`config.mk`:
```
export PLATFORM = sky130hd
export DESIGN_NAME = rst_seq_ctrl
export DESIGN_NICKNAME = d
export VERILOG_FILES = /design/src/rtl/rst_ctrl_pkg.sv /design/src/rtl/rst_debounce.sv /design/src/rtl/rst_seq_ctrl.sv
export SDC_FILE = /design/constraint.sdc
export NUM_CORES = 1
export LEC_CHECK = 0
export CAP_MARGIN = 5
export CORE_UTILIZATION = 45
export DETAILED_ROUTE_END_ITERATION = 6
export PLACE_DENSITY = 0.73
export REMOVE_ABC_BUFFERS = 1
export SLEW_MARGIN = 15
export SYNTH_ARGS = -nofsm -noshare
export SYNTH_HDL_FRONTEND = slang
export SYNTH_SLANG_ARGS = --single-unit
```
`constraint.sdc`:
```
create_clock -name clk_i -period 1.8 [get_ports clk_i]
set_input_delay 0.36 -clock clk_i [delete_from_list [all_inputs] [get_ports clk_i]]
set_output_delay 0.36 -clock clk_i [all_outputs]
set_load 0.05 [all_outputs]
```
`src/rtl/rst_ctrl_pkg.sv`:
```
// Shared types and helpers for the reset sequencer: reset-cause and state
// encodings, counter sizing, and cause priority.
package rst_ctrl_pkg;

  typedef enum logic [1:0] {
    RST_POR = 2'd0,
    RST_PLL = 2'd1,
    RST_BTN = 2'd2,
    RST_SW  = 2'd3
  } rst_cause_e;

  typedef enum logic [1:0] {
    ST_ASSERT  = 2'd0,
    ST_RELEASE = 2'd1,
    ST_RUN     = 2'd2
  } rst_state_e;

  // Width that holds 0..max_val; never narrower than one bit.
  function automatic int unsigned cnt_width(input int unsigned max_val);
    return (max_val > 0) ? $clog2(max_val + 1) : 1;
  endfunction

  // Lost lock outranks the button, which outranks a software request.
  function automatic rst_cause_e reset_cause(input logic lock_lost,
                                             input logic btn,
                                             input logic sw);
    if (lock_lost)  return RST_PLL;
    else if (btn)   return RST_BTN;
    else if (sw)    return RST_SW;
    else            return RST_POR;
  endfunction

endpackage

```
`src/rtl/rst_debounce.sv`:
```
// Multi-flop synchroniser with an optional stable-level debouncer.
// DebounceCycles == 0 passes the synchronised level straight through.
module rst_debounce
  import rst_ctrl_pkg::*;
#(
  parameter int unsigned SyncStages     = 2,
  parameter int unsigned DebounceCycles = 1000
) (
  input  logic clk_i,
  input  logic rst_i,
  input  logic rst_btn_i,
  output logic btn_db
);

  logic [SyncStages-1:0] sync_q, sync_d;
  logic                  btn_sync;

  assign sync_d   = {sync_q[SyncStages-2:0], rst_btn_i};
  assign btn_sync = sync_q[SyncStages-1];

  // NOTE: sequential state uses <= so every flop samples pre-edge values.
  always_ff @(posedge clk_i) begin
    if (rst_i) sync_q <= '0;
    else       sync_q <= sync_d;
  end

  if (DebounceCycles == 0) begin : g_bypass
    assign btn_db = btn_sync;
  end else begin : g_debounce
    localparam int unsigned CntW = cnt_width(DebounceCycles - 1);

    logic [CntW-1:0] cnt_q, cnt_d;
    logic            db_q, db_d;

    always_comb begin
      // NOTE: every output gets a default first, so no path infers a latch.
      cnt_d = '0;
      db_d  = db_q;
      if (btn_sync != db_q) begin
        if (cnt_q == CntW'(DebounceCycles - 1)) db_d  = btn_sync;
        else                                    cnt_d = cnt_q + 1'b1;
      end
    end

    always_ff @(posedge clk_i) begin
      if (rst_i) begin
        cnt_q <= '0;
        db_q  <= 1'b0;
      end else begin
        cnt_q <= cnt_d;
        db_q  <= db_d;
      end
    end

    assign btn_db = db_q;
  end

endmodule

```
`src/rtl/rst_seq_ctrl.sv`:
```
// Reset sequencer: merges PLL lock, debounced button and software request,
// holds reset, then releases the domains one at a time in index order.
module rst_seq_ctrl
  import rst_ctrl_pkg::*;
#(
  parameter int unsigned NumDomains     = 3,
  parameter int unsigned HoldCycles     = 256,
  parameter int unsigned ReleaseGap     = 16,
  parameter int unsigned DebounceCycles = 1000,
  parameter int unsigned SyncStages     = 2
) (
  input  logic                  clk_i,
  input  logic                  rst_i,
  input  logic                  pll_locked_i,
  input  logic                  rst_btn_i,
  input  logic                  sw_rst_req_i,
  output logic [NumDomains-1:0] rst_no,
  output logic                  rst_done_o,
  output logic [1:0]            rst_cause_o
);

  localparam int unsigned HoldW = cnt_width(HoldCycles - 1);
  localparam int unsigned GapW  = cnt_width(ReleaseGap - 1);
  localparam int unsigned IdxW  = cnt_width(NumDomains - 1);

  logic lock_sync, btn_db, req;

  rst_debounce #(
    .SyncStages     (SyncStages),
    .DebounceCycles (0)
  ) u_lock_sync (
    .clk_i     (clk_i),
    .rst_i     (rst_i),
    .rst_btn_i (pll_locked_i),
    .btn_db    (lock_sync)
  );

  rst_debounce #(
    .SyncStages     (SyncStages),
    .DebounceCycles (DebounceCycles)
  ) u_btn_debounce (
    .clk_i     (clk_i),
    .rst_i     (rst_i),
    .rst_btn_i (rst_btn_i),
    .btn_db    (btn_db)
  );

  assign req = ~lock_sync | btn_db | sw_rst_req_i;

  rst_state_e            state_q, state_d;
  logic [HoldW-1:0]      hold_q, hold_d;
  logic [GapW-1:0]       gap_q, gap_d;
  logic [IdxW-1:0]       idx_q, idx_d;
  logic [NumDomains-1:0] rst_n_q, rst_n_d;
  logic                  done_q, done_d;
  rst_cause_e            cause_q, cause_d;

  always_comb begin
    state_d = state_q;
    hold_d  = hold_q;
    gap_d   = gap_q;
    idx_d   = idx_q;
    rst_n_d = rst_n_q;
    done_d  = done_q;
    cause_d = cause_q;

    if (req && state_q != ST_ASSERT) begin
      // Any source re-asserts every domain at once and records why.
      state_d = ST_ASSERT;
      hold_d  = '0;
      gap_d   = '0;
      idx_d   = '0;
      rst_n_d = '0;
      done_d  = 1'b0;
      cause_d = reset_cause(~lock_sync, btn_db, sw_rst_req_i);
    end else begin
      unique case (state_q)
        ST_ASSERT: begin
          rst_n_d = '0;
          done_d  = 1'b0;
          if (req) begin
            hold_d = '0;
          end else if (hold_q == HoldW'(HoldCycles - 1)) begin
            hold_d     = '0;
            gap_d      = '0;
            idx_d      = IdxW'(1);
            rst_n_d[0] = 1'b1;
            if (NumDomains == 1) begin
              state_d = ST_RUN;
              done_d  = 1'b1;
            end else begin
              state_d = ST_RELEASE;
            end
          end else begin
            hold_d = hold_q + 1'b1;
          end
        end
        ST_RELEASE: begin
          if (gap_q == GapW'(ReleaseGap - 1)) begin
            gap_d          = '0;
            rst_n_d[idx_q] = 1'b1;
            if (idx_q == IdxW'(NumDomains - 1)) begin
              state_d = ST_RUN;
              done_d  = 1'b1;
            end else begin
              idx_d = idx_q + 1'b1;
            end
          end else begin
            gap_d = gap_q + 1'b1;
          end
        end
        ST_RUN: ;
        default: state_d = ST_ASSERT;
      endcase
    end
  end

  always_ff @(posedge clk_i) begin
    if (rst_i) begin
      state_q <= ST_ASSERT;
      hold_q  <= '0;
      gap_q   <= '0;
      idx_q   <= '0;
      rst_n_q <= '0;
      done_q  <= 1'b0;
      cause_q <= RST_POR;
    end else begin
      state_q <= state_d;
      hold_q  <= hold_d;
      gap_q   <= gap_d;
      idx_q   <= idx_d;
      rst_n_q <= rst_n_d;
      done_q  <= done_d;
      cause_q <= cause_d;
    end
  end

  assign rst_no      = rst_n_q;
  assign rst_done_o  = done_q;
  assign rst_cause_o = cause_q;

endmodule
```
==> summary by stage <==
Timing
Dividing the final minimum period by the clock period gives 0.944. The setup clock skew after layout is 0.00637 ns. Setup violations remaining at the end of the flow were counted as 0. The count of endpoints failing hold in the final timing report came to 0. At the pin with the least slew margin, the transition time is 0.361 ns. The shortest period the worst path allows is 1.70 ns. The sum of negative setup slack is 0 ns.

Headroom to the max-slew limit came out at 0.758. The post-route worst hold slack is 0.442 ns. The max-slew violation count came to 0. The maximum achievable frequency is 588 MHz. Setup repair after global routing left no endpoint under its margin.

The worst setup slack after layout is 0.100 ns.

Clocking
After clock tree synthesis, the clock-pin slew on the worst setup and hold paths is 0.07 ns. Counting every sink on the clock net gives 37. The total CTS buffers is 5.

The H-tree was split into 2 levels. Counting along the longest clock path gives a buffer depth of 2. The buffer cell driving the clock tree root is clkbuf_8. Clock latency on the worst-skew pair, taken at its later pin, is 0.29 ns. TritonCTS built the clock tree.

Floorplan
In this run the core area contains 22 standard-cell rows. The floorplan core area is 3660 sq um. The area of the die is 4090 sq um. The initial core utilization is 0.472. The die width is 63.9 microns. In this run the count of I/O pins placed on the die edge is 11. The height of the die is 63.9 microns.

Yosys
Of the post-synthesis cell area, the dominant cell type holds 0.429. Dividing the synthesized area by the synthesized cell count gives 8.95 sq um. The most common cell in the synthesized netlist is dfxtp_1. The synthesized design spends more area on one cell type than any other, namely dfxtp_1.

In the post-synthesis netlist, the biggest area contributors are dfxtp_1, nor2_1, ha_1. The post-synthesis sequential element count is 37. The share of flip-flops with an asynchronous set or reset after synthesis is 0.

The most used flip-flop cell after synthesis is dfxtp_1. Counting flops with a built-in enable in the synthesized netlist gives 0. The number of different library cells used by synthesis comes to 44.

The total standard cell area after synthesis is 1730 sq um. The cell count after synthesis came out at 193. The sequential element share of the synthesized area is 0.429. By count the netlist is led by dfxtp_1, nor2_1, nand2_1. The number of warning messages in the yosys log is 0.

Pwr
For this design the static power due to leakage is 0.774 nW. Across the VDD grid, the largest voltage drop is 0.544 mV. The ratio of total power to cell area is 729 nW/um^2.

Routing
Summed over all layers, the routed wires come to 3.21 mm. Dividing the detail-routed via count by the number of cells gives 5.22. After detailed routing, the number of remaining DRC violations is 0. The routed layout has 1403 vias. The number of nets with antenna violations after routing is 0.

The first-iteration detailed-routing DRC count is 36. The number of iterations in the first detailed-routing pass is 4. In the final routed layout, each cell accounts on average for 11.9 microns.

Layout
The repair_antennas step left the layout with diodes totalling 0. From synthesis to final layout, the design area changed by 20.3%. In the final design database the tool counted 231 nets.

In the final layout, the share of cells above drive strength 1 is 0.186. The final instance count without filler cells is 269.

Critical path
The largest single stage delay on the critical path is 0.37 ns. The data required time at the worst endpoint is 2.01 ns. The nature of the critical path startpoint is a flip-flop. The element type at the critical path end is a flip-flop.

By startpoint and endpoint, the worst setup path is classified as reg -> reg. The signal on the critical path passes through ha_1 -> and4_1 -> a211oi_4 -> a41oi_2 -> a311oi_2. For flop-to-flop paths, the worst setup slack is 0.1 ns. On the critical path, the stage with the largest delay is an instance of a211oi_4. The critical-path maximum fanout is 7. The arrival time at the worst endpoint is 1.91 ns.

Place
Buffers placed on the I/O ports in this run total 10. At the end of routability-driven placement, the weighted congestion stood at 0.769. The post-placement worst setup slack is -0.353 ns.

Detailed placement finished with a half-perimeter wire length of 2.31 mm. The number of placed instances, taps included, is 261.

Global route
Entering global routing, the biggest net connects 12 pins. Global routing finished with a remaining overflow of 0. The via count of the first global-routing pass is 1265. In the global route stage, overall resource usage came out at 0.179. The first global-routing pass estimated 5.53 mm of wire. The number of antenna violations at the first check in global routing is 0.

Run status
The run finished with clean final reports.

Flow run
Across the run, the number of max-cap violations was 0.

Hold path
The worst hold path belongs to the class reg -> reg.
per-stage QoR:
stage,utilization,instance area (sq um),power (mW)
2_1_floorplan,-,1690,0.865
3_3_place_gp,0.537,1960,0.894
3_5_place_dp,0.537,1960,0.895
4_1_cts,0.564,2070,1.53
5_1_grt,0.567,2080,1.57
6_report,0.567,2080,1.51
state kept, by name, indices dropped and copies added (netlist names), 2 cells and up:
register / cells
u_btn_debounce.sync_q: 2
u_btn_debounce.g_debounce.cnt_q: 10
rst_cause_o: 2
idx_q: 2
u_lock_sync.sync_q: 2
state_q: 2
gap_q: 4
hold_q: 8
rst_no: 3
routing by layer:
layer  global-route usage  routed length, microns  part of all wire  vias to the layer above
met3               0.0536                     106             0.033                        5
met4               0.0938                      70             0.022                        0
met5                    0                       0                 0                        -
li1                     -                       -                 -                      737
met1                0.233                    1660              0.52                      644
met2                0.265                    1370              0.43                       17
layout by cell type (no fill, tap or decap), drive strengths merged, types with 3 or more instances in the layout:
master | netlist | layout
xor2 | 6 | 6
o21ai | 5 | 5
clkbuf | 5 | 7
nor2b | 5 | 5
and3 | 6 | 6
xnor2 | 6 | 6
nand2 | 13 | 13
a311oi | 3 | 3
ha | 6 | 6
clkdlybuf4s50 | 0 | 3
a21oi | 9 | 9
nor2 | 30 | 30
buf | 2 | 23
nor3 | 5 | 5
dfxtp | 37 | 37
a31oi | 3 | 3
nand4 | 7 | 7
inv | 4 | 4
nand3 | 5 | 5
mux2i | 3 | 3
nand2b | 5 | 5
and2 | 3 | 3
cell families after synthesis:
group	share of synthesized area
AND/OR/NAND/NOR	0.259
adder cells (fa/ha/maj)	0.0435
AO/OA/AOI/OAI	0.154
buffers and inverters	0.0290
multiplexers	0.0239
XOR/XNOR	0.0609
flip-flops	0.429
report_power, final:
group / internal, mW / switching, mW / total [mW]
Clock: 0.346 / 0.293 / 0.639
Sequential: 0.823 / 0.00261 / 0.826
Combinational: 0.0264 / 0.0235 / 0.0499
worst paths after layout:
check                                      startpoint  cells past startpoint                     to
worst max register to register              hold_q[0]                      5              hold_q[3]
worst min-delay path            u_lock_sync.sync_q[0]                      1  u_lock_sync.sync_q[1]
worst max-delay path                        hold_q[0]                      5              hold_q[3]
worst min register to register  u_lock_sync.sync_q[0]                      1  u_lock_sync.sync_q[1]
cell type report:
| type | instances | area [sq um] |
|---|---|---|
| fillers | 343 | 1580 |
| multi-input cells | 145 | 945 |
| flip-flops and latches | 37 | 741 |
| repair buffers | 27 | 215 |
| clock buffers | 7 | 96.3 |
| well taps | 48 | 60.1 |
| inverters | 4 | 15.0 |
| clock inverters | 1 | 5.00 |
worst max-delay path: cells and delay by family (launching register included):
| family | cells | cell delay (ns) |
|---|---|---|
| flops | 1 | 0.32 |
| simple gates | 1 | 0.28 |
| compound gates | 3 | 0.79 |
| fa+ha+maj | 1 | 0.23 |
repair_timing:
action / CTS / global route
setup endpoints to repair: 1 / 7
gates cloned: 0 / 0
resized for setup: 0 / 3
hold buffers: 0 / 0
buffers inserted: 0 / 0
pin swaps: 1 / 1
(Power assumes the default switching activity.)
